<file path="src/rtl/imem_boot_loader.sv">
// rtl/imem_boot_loader.sv - byte-stream loader that fills instruction memory and releases the core
module imem_boot_loader #(
  parameter int ADDR_WIDTH = 10
) (
  input  logic        clk,
  input  logic        rst,
  input  logic        start,
  input  logic [7:0]  byte_in,
  input  logic        byte_valid,
  output logic        byte_ready,
  output logic        imem_we,
  output logic [31:0] imem_addr,
  output logic [31:0] imem_wdata,
  output logic        core_run,
  output logic        busy,
  output logic        done,
  output logic        err
);

  typedef enum logic [2:0] {
    S_IDLE,
    S_LEN_HI,
    S_LEN_LO,
    S_DATA,
    S_CHECK,
    S_DONE,
    S_ERROR
  } state_e;

  // Largest legal word count is the full memory depth; anything above is rejected.
  localparam logic [16:0] MAX_WORDS = 17'(1) << ADDR_WIDTH;

  state_e      state_q, state_d;
  logic [15:0] len_q, len_d;
  logic [23:0] shift_q, shift_d;
  logic [1:0]  byte_cnt_q, byte_cnt_d;
  logic [15:0] word_cnt_q, word_cnt_d;
  logic [7:0]  csum_q, csum_d;
  logic        we_q, we_d;
  logic [31:0] addr_q, addr_d;
  logic [31:0] wdata_q, wdata_d;

  logic        in_load;
  logic        xfer;
  logic [15:0] len_new;

  // The stream is only accepted in the four loading states; ready is a pure
  // decode of the registered state so it never depends on byte_valid.
  assign in_load = (state_q == S_LEN_HI) || (state_q == S_LEN_LO) ||
                   (state_q == S_DATA)   || (state_q == S_CHECK);
  assign xfer    = byte_valid && in_load;
  assign len_new = {len_q[15:8], byte_in};

  assign byte_ready = in_load;
  assign busy       = in_load;
  assign done       = (state_q == S_DONE);
  assign core_run   = (state_q == S_DONE);
  assign err        = (state_q == S_ERROR);
  assign imem_we    = we_q;
  assign imem_addr  = addr_q;
  assign imem_wdata = wdata_q;

  // State and datapath registers, all cleared by reset in any state.
  always_ff @(posedge clk) begin
    if (!rst) begin
      state_q    <= S_IDLE;
      len_q      <= '0;
      shift_q    <= '0;
      byte_cnt_q <= '0;
      word_cnt_q <= '0;
      csum_q     <= '0;
      we_q       <= 1'b0;
      addr_q     <= '0;
      wdata_q    <= '0;
    end else begin
      state_q    <= state_d;
      len_q      <= len_d;
      shift_q    <= shift_d;
      byte_cnt_q <= byte_cnt_d;
      word_cnt_q <= word_cnt_d;
      csum_q     <= csum_d;
      we_q       <= we_d;
      addr_q     <= addr_d;
      wdata_q    <= wdata_d;
    end
  end

  // Next-state logic: parse length, assemble big-endian words, verify checksum.
  always_comb begin
    state_d    = state_q;
    len_d      = len_q;
    shift_d    = shift_q;
    byte_cnt_d = byte_cnt_q;
    word_cnt_d = word_cnt_q;
    csum_d     = csum_q;
    we_d       = 1'b0;
    addr_d     = addr_q;
    wdata_d    = wdata_q;

    case (state_q)
      S_IDLE, S_DONE, S_ERROR: begin
        if (start) begin
          state_d    = S_LEN_HI;
          len_d      = '0;
          byte_cnt_d = '0;
          word_cnt_d = '0;
          csum_d     = '0;
        end
      end
      S_LEN_HI: begin
        if (xfer) begin
          len_d   = {byte_in, 8'h00};
          state_d = S_LEN_LO;
        end
      end
      S_LEN_LO: begin
        if (xfer) begin
          len_d = len_new;
          if ({1'b0, len_new} > MAX_WORDS) begin
            state_d = S_ERROR;
          end else if (len_new == 16'd0) begin
            state_d = S_CHECK;
          end else begin
            state_d = S_DATA;
          end
        end
      end
      S_DATA: begin
        if (xfer) begin
          csum_d     = csum_q ^ byte_in;
          byte_cnt_d = byte_cnt_q + 2'd1;
          shift_d    = {shift_q[15:0], byte_in};
          if (byte_cnt_q == 2'd3) begin
            // Word complete: the write strobe appears in the following cycle.
            we_d       = 1'b1;
            wdata_d    = {shift_q, byte_in};
            addr_d     = {14'd0, word_cnt_q, 2'b00};
            word_cnt_d = word_cnt_q + 16'd1;
            if (word_cnt_q == len_q - 16'd1) begin
              state_d = S_CHECK;
            end
          end
        end
      end
      S_CHECK: begin
        if (xfer) begin
          state_d = (byte_in == csum_q) ? S_DONE : S_ERROR;
        end
      end
      default: state_d = S_IDLE;
    endcase
  end

endmodule

</file>
<file path="config.mk">
export PLATFORM = sky130hd
export DESIGN_NAME = imem_boot_loader
export DESIGN_NICKNAME = d
export VERILOG_FILES = /design/src/rtl/imem_boot_loader.sv
export SDC_FILE = /design/constraint.sdc
export NUM_CORES = 1
export LEC_CHECK = 0
export ABC_AREA = 1
export BUFFER_PORTS_ARGS = -buffer_cell sky130_fd_sc_hd__buf_2
export CORE_ASPECT_RATIO = 0.8
export CORE_MARGIN = 4
export CORE_UTILIZATION = 51
export CTS_BUF_LIST = sky130_fd_sc_hd__clkbuf_4
export DETAILED_ROUTE_END_ITERATION = 8
export PLACE_DENSITY = 0.73
export SKIP_CTS_REPAIR_TIMING = 1
export SLEW_MARGIN = 5
export SYNTH_ARGS = -nofsm -noshare
export SYNTH_HDL_FRONTEND = slang
export SYNTH_SLANG_ARGS = --single-unit
export TNS_END_PERCENT = 1
</file>
<file path="constraint.sdc">
create_clock -name clk -period 2.2 [get_ports clk]
set_input_delay 0 -clock clk [delete_from_list [all_inputs] [get_ports clk]]
set_output_delay 0 -clock clk [all_outputs]
set_load 0.02 [all_outputs]
</file>
==> flow_metrics.py <==
metrics = {
    "placed_design": {
        "place_ws_ns": 0.203,
        "io_buffers": 65,
        "gp_congestion": 0.887,
        "dpl.hpwl_um": 9650,
    },
    "timing": {
        "skew_ns": 0.0152,
        "slew_headroom_pct": 59.8,
        "fin_tns_setup_ns": 0,
        "period_share_pct": 91.0,
        "slew_viol_final": 0,
        "worst_pin_slew_ns": 0.599,
        "final_hold_viol_count": 0,
        "fin_crit_ns": 2.00,
        "rsz0062_at_grt": "false",
        "final.setup.worst_slack_ns": 0.198,
        "setup_viol": 0,
        "fmax_mhz": 500,
    },
    "critical_path": {
        "r2r_end": "word_cnt_q[12]",
        "cpPeakStageDelay_ns": 0.48,
        "r2r_setup_slack_ns": 0.20,
        "critPathLaunch": "state_q[0]",
        "crit_family": "simple AND/OR/NAND/NOR gates",
        "reg2reg_depth": 10,
        "critPathKind": "reg2reg",
        "cp.arrival_ns": 2.43,
        "crit_path_frequent_cell": "nor2_1",
        "crit_chain": "inv_1 > nand3_1 > nand3_4 > nand2_2 > o21ai_4 > nor2_1 > nand2_1 > nor2_1 > a21oi_1 > nor3_1",
        "required_ns": 2.63,
        "crit_path_start_kind": "register",
        "crit_buf_inv": 1,
        "critPathMaxFanout": 9,
        "cp-end-kind": "register",
        "worst_path_max_delay_cell": "dfxtp_1",
        "reg2reg_from": "state_q[0]",
    },
    "route": {
        "drt-vias-per-instance": 5.24,
        "vias": 5022,
        "drtAntennaViolNets": 0,
        "drcViolationCount": 0,
        "wl_per_cell_um": 13.8,
        "first_pass_iters": 5,
        "drt_iter0_drc": 503,
        "routed_wl_um": 13200,
    },
    "cells_and_area": {
        "n_antenna_cell": 0,
        "drive_gt1_share_pct": 15.4,
        "syn_to_final_growth_pct": 13.3,
        "fin_nets": 822,
    },
    "floorplanning": {
        "die_area_mm2": 0.0122,
        "rows": 33,
        "ios": 82,
        "start_util_pct": 52.1,
        "die_h_um": 99.5,
        "die_w_um": 122,
        "core_mm2": 0.0102,
    },
    "hold_path": {
        "worstHoldPathCells": 6,
        "whs_endpoint": "word_cnt_q[15]",
        "hold_path_startpoint": "start",
        "hold_class": "in2reg",
    },
    "global_routing": {
        "grt_overflow": 0,
        "grt_max_degree": 58,
        "grt_pass1_wl_um": 21500,
        "grt.total_usage_pct": 22.2,
        "antenna_found_initial": 0,
        "grt_pass1_vias": 4471,
    },
    "clock_network": {
        "h-tree-depth": 4,
        "clkLatencyLatePin_ns": 0.53,
        "cts_tree": "yes",
        "clock-sinks": 118,
        "clock_path_buffers": 2,
        "cts_buffers": 17,
        "clkTransAtPathRegs_ns": 0.10,
        "clockRootBuffer": "clkbuf_4",
    },
    "synth": {
        "ys_ff_latch": 118,
        "avgSynthCellArea_um2": 7.29,
        "yosys_warnings": 0,
        "syn-cell-area_mm2": 0.00534,
        "ys_seq_area_share_pct": 44.2,
        "synth_cell_types": 40,
        "synth_cells": 732,
    },
    "status": {
        "status": "finished, final reports clean",
    },
    "power": {
        "vdd_drop_max_uv": 944,
        "pwr_density_cell_mw_per_mm2": 1010,
        "p_leak_nw": 2.85,
        "p_total_mw": 6.14,
    },
    "flow_run": {
        "maxCapViolCount": 0,
    },
}
-- synth_stat cells (all sizes together) --
library cell	number	area, µm²
xnor2	1	8.76
a21oi	72	364
nand3b	3	22.5
clkinv	2	7.51
nor3	13	70.1
nand2	122	470
a22oi	8	60.1
clkbuf	22	82.6
o211a	1	10.0
ha	3	37.5
buf	22	159
nor4	3	18.8
inv	73	274
or2	1	6.26
dfxtp	118	2360
and3	1	6.26
o31ai	1	7.51
a211oi	7	52.6
nand4	5	31.3
xor2	19	166
nand3	46	260
o21ai	79	414
nor2	109	443
conb	1	3.75
-- registers in the layout, indices dropped and copies added, names as in the netlist --
name / flops
byte_cnt_q: 2
csum_q: 8
imem_addr: 16
imem_wdata: 32
imem_we: 1
len_q: 16
shift_q: 24
state_q: 3
word_cnt_q: 16
-- final cells by class --
| class | count | area (µm²) |
|---|---|---|
| Multi-Input combinational cell | 510 | 2510 |
| Clock buffer | 21 | 158 |
| Timing Repair Buffer | 85 | 498 |
| Clock inverter | 10 | 60.1 |
| Inverter | 75 | 282 |
| Tap cell | 140 | 175 |
| Fill cell | 987 | 4190 |
| Sequential cell | 118 | 2360 |
-- cells in the final DEF (no fill, tap or decap), types with 4 or more instances in the layout --
cell and n:
a211oi_1 7, a21oi_1 71, a22oi_1 8, buf_2 65
buf_4 11, clkbuf_4 21, clkinv_2 5, conb_1 16
dfxtp_1 118, dlygate4sd3_1 9, inv_1 71, nand2_1 118
nand3_1 43, nand4_1 5, nor2_1 104, nor3_1 12
o21ai_0 72, o21ai_1 4, xor2_1 19
-- stage by stage --
| step | hold WS [ns] | util (%) | area [µm²] | instances |
|---|---|---|---|---|
| final | 0.00437 | 59.1 | 6050 | 959 |
| after detailed placement | 0.342 | 56.0 | 5740 | 919 |
| after global placement | 0.330 | 56.0 | 5740 | 919 |
| after CTS | -0.230 | 58.2 | 5950 | 950 |
| after global routing | 0.0376 | 59.1 | 6050 | 959 |
| after floorplan | 0.103 | - | 5400 | 747 |
-- metal layers --
metal | global-route usage [%] | vias to the layer above | wire [µm]
li1 | - | 2512 | -
met1 | 32.2 | 2324 | 6260
met2 | 32.6 | 169 | 5810
met3 | 4.49 | 17 | 987
met4 | 8.43 | 0 | 180
met5 | 0 | - | 0
-- power by group --
part           total (mW)  internal, mW  switching (mW)  leakage [nW]
combinational        2.41         0.789            1.62          1.77
clock                1.27         0.476           0.794         0.122
sequential           2.46          2.30           0.164         0.953
total                6.14          3.57            2.57          2.85
-- worst max path at each step --
stage / endpoint / slack (ns) / cells after the start
finish: word_cnt_q[12] / 0.20 / 10
detailed placement: state_q[2] / 0.20 / 13
global placement: state_q[0] / 0.21 / 13
floorplan: state_q[1] / 0.53 / 16
global route: len_q[10] / 0.0008 / 6
CTS: state_q[2] / 0.19 / 13
-- worst reg2reg max path, cell delays in order, from the launching register on --
cell     delay, ns
dfxtp_1       0.48
inv_1         0.11
nand3_1       0.15
nand3_4       0.13
nand2_2       0.13
o21ai_4       0.13
nor2_1        0.17
nand2_1       0.15
nor2_1        0.17
a21oi_1       0.08
nor3_1        0.21
-- logic make-up (layout without fill, tap and decap cells) --
logic type	Yosys count	in the layout	share of synthesized area (%)
flip-flops	118	118	44.2
AND/OR/NAND/NOR	303	303	24.9
AO/OA/AOI/OAI	168	168	17.0
buffers and inverters	119	191	9.80
other	1	16	0.0702
adder cells (fa/ha/maj)	3	3	0.703
XOR/XNOR	20	20	3.28
(Power assumes the default switching activity.)
